[config.mk]
export PLATFORM = sky130hd
export DESIGN_NAME = pipeline_ctrl
export DESIGN_NICKNAME = d
export VERILOG_FILES = /design/src/rtl/pipeline_ctrl.sv
export SDC_FILE = /design/constraint.sdc
export NUM_CORES = 1
export LEC_CHECK = 0
export BUFFER_PORTS_ARGS = -buffer_cell sky130_fd_sc_hd__buf_4
export CAP_MARGIN = 0
export CORE_MARGIN = 5
export CORE_UTILIZATION = 44
export DETAILED_ROUTE_END_ITERATION = 10
export PLACE_DENSITY = 0.75
export SLEW_MARGIN = 10
export SYNTH_ARGS = -nofsm -noshare
export SYNTH_HDL_FRONTEND = slang
export SYNTH_SLANG_ARGS = --single-unit
[constraint.sdc]
create_clock -name clk_i -period 2.6 [get_ports clk_i]
set_clock_uncertainty 0.1 [all_clocks]
set_input_delay 0.13 -clock clk_i [delete_from_list [all_inputs] [get_ports clk_i]]
set_output_delay 0.13 -clock clk_i [all_outputs]
set_load 0.03 [all_outputs]
[src/rtl/pipeline_ctrl.sv]
// Stall/flush sequencer for the 5-stage RV32 pipeline: hazard priority,
// post-reset hold, debug halt, data-memory watchdog and stall counter.
module pipeline_ctrl #(
    parameter int unsigned RESET_HOLD_CYCLES = 2,
    parameter int unsigned MEM_TIMEOUT       = 64,
    parameter int unsigned CNT_WIDTH         = 32
) (
    input  logic                 clk_i,
    input  logic                 reset_ni,
    input  logic                 imem_ready_i,
    input  logic                 dmem_req_i,
    input  logic                 dmem_ready_i,
    input  logic                 ex_busy_i,
    input  logic                 branch_taken_i,
    input  logic                 load_use_i,
    input  logic                 halt_req_i,
    output logic                 pc_en_o,
    output logic                 pc_redirect_o,
    output logic                 if_id_en_o,
    output logic                 id_ex_en_o,
    output logic                 ex_mem_en_o,
    output logic                 mem_wb_en_o,
    output logic                 if_id_flush_o,
    output logic                 id_ex_flush_o,
    output logic                 ex_mem_flush_o,
    output logic                 halted_o,
    output logic                 mem_timeout_o,
    output logic [CNT_WIDTH-1:0] stall_cnt_o
);

    localparam int unsigned HOLD_W = 4;
    localparam int unsigned TO_W   = 10;

    typedef enum logic [1:0] {
        S_HOLD,
        S_RUN,
        S_HALT,
        S_ERROR
    } state_t;

    state_t               r_state;
    logic [HOLD_W-1:0]    r_hold_cnt;
    logic [TO_W-1:0]      r_to_cnt;
    logic [CNT_WIDTH-1:0] r_stall_cnt;
    logic                 w_mem_stall;

    assign w_mem_stall   = dmem_req_i & ~dmem_ready_i;
    assign halted_o      = (r_state == S_HALT);
    assign mem_timeout_o = (r_state == S_ERROR);
    assign stall_cnt_o   = r_stall_cnt;

    // Zero-latency hazard resolution in RUN; every other state freezes the pipe.
    always_comb begin
        pc_en_o        = 1'b0;
        pc_redirect_o  = 1'b0;
        if_id_en_o     = 1'b0;
        id_ex_en_o     = 1'b0;
        ex_mem_en_o    = 1'b0;
        mem_wb_en_o    = 1'b0;
        if_id_flush_o  = 1'b0;
        id_ex_flush_o  = 1'b0;
        ex_mem_flush_o = 1'b0;
        if (r_state == S_RUN) begin
            pc_en_o     = 1'b1;
            if_id_en_o  = 1'b1;
            id_ex_en_o  = 1'b1;
            ex_mem_en_o = 1'b1;
            mem_wb_en_o = 1'b1;
            if (w_mem_stall) begin
                pc_en_o     = 1'b0;
                if_id_en_o  = 1'b0;
                id_ex_en_o  = 1'b0;
                ex_mem_en_o = 1'b0;
                mem_wb_en_o = 1'b0;
            end else if (ex_busy_i) begin
                pc_en_o        = 1'b0;
                if_id_en_o     = 1'b0;
                id_ex_en_o     = 1'b0;
                ex_mem_flush_o = 1'b1;
            end else if (branch_taken_i) begin
                pc_redirect_o = 1'b1;
                if_id_flush_o = 1'b1;
                id_ex_flush_o = 1'b1;
            end else if (load_use_i) begin
                pc_en_o       = 1'b0;
                if_id_en_o    = 1'b0;
                id_ex_flush_o = 1'b1;
            end else if (!imem_ready_i) begin
                pc_en_o       = 1'b0;
                if_id_flush_o = 1'b1;
            end
        end
    end

    // State, hold/watchdog counters and the saturating stall counter.
    always_ff @(posedge clk_i or negedge reset_ni) begin
        if (!reset_ni) begin
            r_state     <= S_HOLD;
            r_hold_cnt  <= '0;
            r_to_cnt    <= '0;
            r_stall_cnt <= '0;
        end else begin
            case (r_state)
                S_HOLD: begin
                    r_to_cnt <= '0;
                    if (r_hold_cnt == HOLD_W'(RESET_HOLD_CYCLES - 1)) begin
                        r_state    <= S_RUN;
                        r_hold_cnt <= '0;
                    end else begin
                        r_hold_cnt <= r_hold_cnt + HOLD_W'(1);
                    end
                end
                S_RUN: begin
                    if (!pc_en_o && !(&r_stall_cnt)) begin
                        r_stall_cnt <= r_stall_cnt + CNT_WIDTH'(1);
                    end
                    if (w_mem_stall) begin
                        if (r_to_cnt == TO_W'(MEM_TIMEOUT - 1)) begin
                            r_state <= S_ERROR;
                        end else begin
                            r_to_cnt <= r_to_cnt + TO_W'(1);
                        end
                    end else begin
                        r_to_cnt <= '0;
                        if (halt_req_i && !ex_busy_i) begin
                            r_state <= S_HALT;
                        end
                    end
                end
                S_HALT: begin
                    r_to_cnt <= '0;
                    if (!halt_req_i) begin
                        r_state <= S_RUN;
                    end
                end
                default: begin
                    r_state <= S_ERROR;
                end
            endcase
        end
    end

endmodule
* Word level (Yosys, flattened, before mapping)
Index checks and enable logic that the tools add are counted.
Word-level totals: bits in registers 48, output and inout port bits 43, input port bits 9
Cells by class: bitwise logic cells 2, reductions and logical operators 12, add/sub/neg operators 3, mux-type cells 44, eq/ne operators 10
Operators by type and width (count):
- $mux 1 | 34
- $add 32x1->32 const B | 1
- $reduce_and 32->1 | 1
- $mux 10 | 2
- $pmux 10 s2 | 1
- $add 10x1->10 const B | 1
- $eq 10x6->1 const B | 1
- $mux 2 | 5
- $ne 3x2->1 const B | 2
- $pmux 2 s3 | 1
- $add 4x1->4 const B | 1
- $eq 2x2->1 const B | 2
- $eq 4x1->1 const B | 1
- $mux 4 | 1
- $ne 2x2->1 const B | 2
- $reduce_and 2->1 | 2
- $reduce_and 4->1 | 1
- $logic_not 1->1 | 3
- $ne 3x3->1 const B | 1
- $eq 2x1->1 const B | 1
- $logic_and 1x1->1 | 2
- $logic_not 2->1 | 1
- $reduce_bool 2->1 | 1
- $reduce_or 2->1 | 1
- other kinds (2) | 2

* Logic depth before layout (Yosys ltp)
depth after elaboration 9, depth in mapped cells 8

* Worst setup path after synthesis
No wires, ideal clock.
path type reg-to-reg, start register r_stall_cnt[3] (netlist: stall_cnt_o[3]), end register r_stall_cnt[27] (netlist: stall_cnt_o[27]), setup time 134 ps, arrival time 2006 ps, cell stages (with the launch flop) 7, path slack 360 ps, path buffers 1, required time 2366 ps, period minus slack after synthesis 2240 ps, path through dfrtp_1 -> nand4_2 -> or4_1 -> buf_2 -> a2111oi_2 -> nand4_1 -> xnor2_1
Between the ends: cells in the longest elaborated chain, start to end 4, elaborated cells on any way between the ends 5, those cells by class add/sub: 1; reduce/logical: 4
Ends and longest elaborated chain:
- from (decl) | line 44 | logic [CNT_WIDTH-1:0] r_stall_cnt;
- from (signal assigned) | line 115 | r_stall_cnt <= r_stall_cnt + CNT_WIDTH'(1);
- branches (longest 4 deep; another with $add 32x1->32)
Several ways; the timed one is not identified. A chain may end at the register's enable or synchronous reset.

* Final worst setup path
Ends and elaborated chain as after synthesis.

==> out/metrics.csv <==
metric,value,unit
drtPass1Iterations,5,
place_hpwl,4490,um
yosys.area.top_type,dfrtp_1,
end_kind,register,
cts_hold_buf,2,
critPathKind,reg2reg,
grt_pass1_vias,2127,
syn_to_final_growth,22.1,%
final_util,54.3,%
die_area,7510,um2
clkTransAtPathRegs,90,ps
synth_seq_cells,48,
cap_violations,0,
cts_buffers,5,
period_share,85.8,%
timing.hold.ws,202,ps
outcome,finished clean,
slew-limit-headroom,59.7,%
cts_buffer_depth,2,
io_buffers,51,
yosysWarnings,0,
place_congestion,0.799,
grt_pass1_wl,10200,um
timing.rr.end,stall_cnt_o[27],
multi_input_area,1290,um2
grt_use_total,16.7,%
synth-edff-count,0,
wire_per_inst,15.0,um
cts.htree.levels,2,
ys_top_cells_by_count,"dfrtp_1, nand2_1, nand3_1, nor2_1, xor2_1",
hp-start,ex_busy_i,
n_fill_cell,532,
seq_area_frac_synth,46.4,%
io_pins,52,
dp_slack,372,ps
synth_ff_type,dfrtp_1,
period_needed,2230,ps
place_area,3040,um2
reg2regPathDepth,5,
drc_errors,0,
cts_setup_buffers,0,
clockRootBuffer,clkbuf_8,
synth_top_area_share,46.4,%
detail-route-antenna-nets,0,
vias_per_cell,5.57,
routed_wl,6030,um
synth_area,2590,um2
crit_required,2680,ps
holdPathStages,3,
grt.overflow.total,0,
worstSetupStartpointType,register,
finalSetupTns,0,ps
diodes,0,
rsz0062_at_grt,no,
num_rows,28,
synth_area_per_cell,9.58,um2
crit-reg2reg-launch,stall_cnt_o[3],
fp.coreArea,5820,um2
hold_violations,0,
r2r_slack,370,ps
fin_area,3160,um2
hold_end,r_state[1],
tightest_slew,604,ps
start_util,44.5,%
drive_gt1_share,24.5,%
die_w,86.7,um
dr.first_iter.drc_count,230,
setup_viol,0,
vdd_ir_drop_max,0.513,mV
drv_slew,0,
die_h,86.7,um
max_freq,0.448,GHz
post_cts_resized,0,
yosysMostFrequentCell,dfrtp_1,
vias,2235,
synthCells,270,
cts_tree,yes,
clock_sinks,48,
synth_area_leaders,"dfrtp_1, xor2_1, xnor2_1, nand3_1, nand2_1",
antenna_found_initial,0,
grt_max_degree,49,
holdCritPathClass,in2reg,
synth-async-reset-ratio,100,%
layout.area.seq,1200,um2
synthesis.nets,281,
p_leak,0.00136,uW
layout_setup_ws,369,ps
cp_max_fo,6,
power_density,822,nW/um2
arrival,2310,ps
clk_latency,300,ps
nNetsFinal,337,
synth_cell_types,47,
==> cell usage in the layout, fill, tap and decap left out, types with 3 or more instances in the layout <==
| cell type | instances |
|---|---|
| dfrtp_1 | 48 |
| clkbuf_8 | 7 |
| nor4_1 | 13 |
| a21oi_1 | 5 |
| nor3_1 | 12 |
| xor2_1 | 16 |
| inv_1 | 7 |
| nand3_1 | 21 |
| and2_1 | 3 |
| nand4_1 | 12 |
| buf_4 | 57 |
| nand2_1 | 23 |
| a31oi_1 | 3 |
| mux2_2 | 3 |
| nand2b_1 | 3 |
| o31ai_1 | 3 |
| xnor2_1 | 13 |
| nor2_1 | 21 |
| or3_1 | 3 |
| or2_2 | 5 |
| o21ai_0 | 15 |
| and3_1 | 5 |
==> metal layers <==
layer  vias to the layer above  share of wire [%]  GRT usage (%)
li1                       1089                  -              -
met1                      1060                 46           24.2
met2                        80                 46           25.4
met3                         6                7.1           3.52
met4                         0               0.96           4.11
met5                         -                  0              0
==> cell families after synthesis <==
family,synth area share [%]
simple gates,28.8
flops,46.4
mux,1.31
xor+xnor,9.82
buf+inv,3.63
compound gates,9.05
fa+ha+maj,0.967
==> how the worst max path moves through the flow <==
stage,startpoint,end,slack (ps),depth (start not counted)
6_report,stall_cnt_o[3],stall_cnt_o[27],370,5
4_1_cts,stall_cnt_o[3],stall_cnt_o[27],360,5
3_5_place_dp,stall_cnt_o[3],stall_cnt_o[27],370,5
2_1_floorplan,stall_cnt_o[3],stall_cnt_o[27],360,6
5_1_grt,stall_cnt_o[3],stall_cnt_o[27],200,5
3_3_place_gp,stall_cnt_o[3],stall_cnt_o[27],450,5
==> area by class of cell <==
cell class              instances  share of cell area [%]
flip-flops and latches         48                    38.0
well taps                      75                    2.97
repair buffers                 59                    14.2
multi-input cells             205                    40.9
clock buffers                   7                    3.05
inverters                       7                   0.832
==> through the flow <==
| stage | cells | power, uW |
|---|---|---|
| detailed placement | 392 | 2140 |
| finish | 401 | 2600 |
| global placement | 392 | 2110 |
| floorplan | 270 | 1760 |
| global route | 401 | 2740 |
| CTS | 401 | 2620 |
==> critical path, stage by stage (launching register included) <==
cell and delay, ps:
dfrtp_1 460, nand4_2 170, or4_1 690, a2111oi_2 360
nand4_1 180, xnor2_1 150
==> report_power, final <==
group	total, uW	internal, uW	leakage [uW]	switching, uW
logic	1060	389	0.000701	675
clock network	472	237	0.0000503	235
registers	1060	875	0.000604	184
==> state kept, by name (all words and copies together) (netlist names) <==
name         cells
stall_cnt_o     32
r_state          2
r_hold_cnt       4
r_to_cnt        10
Power figures use the tool's default switching activity.
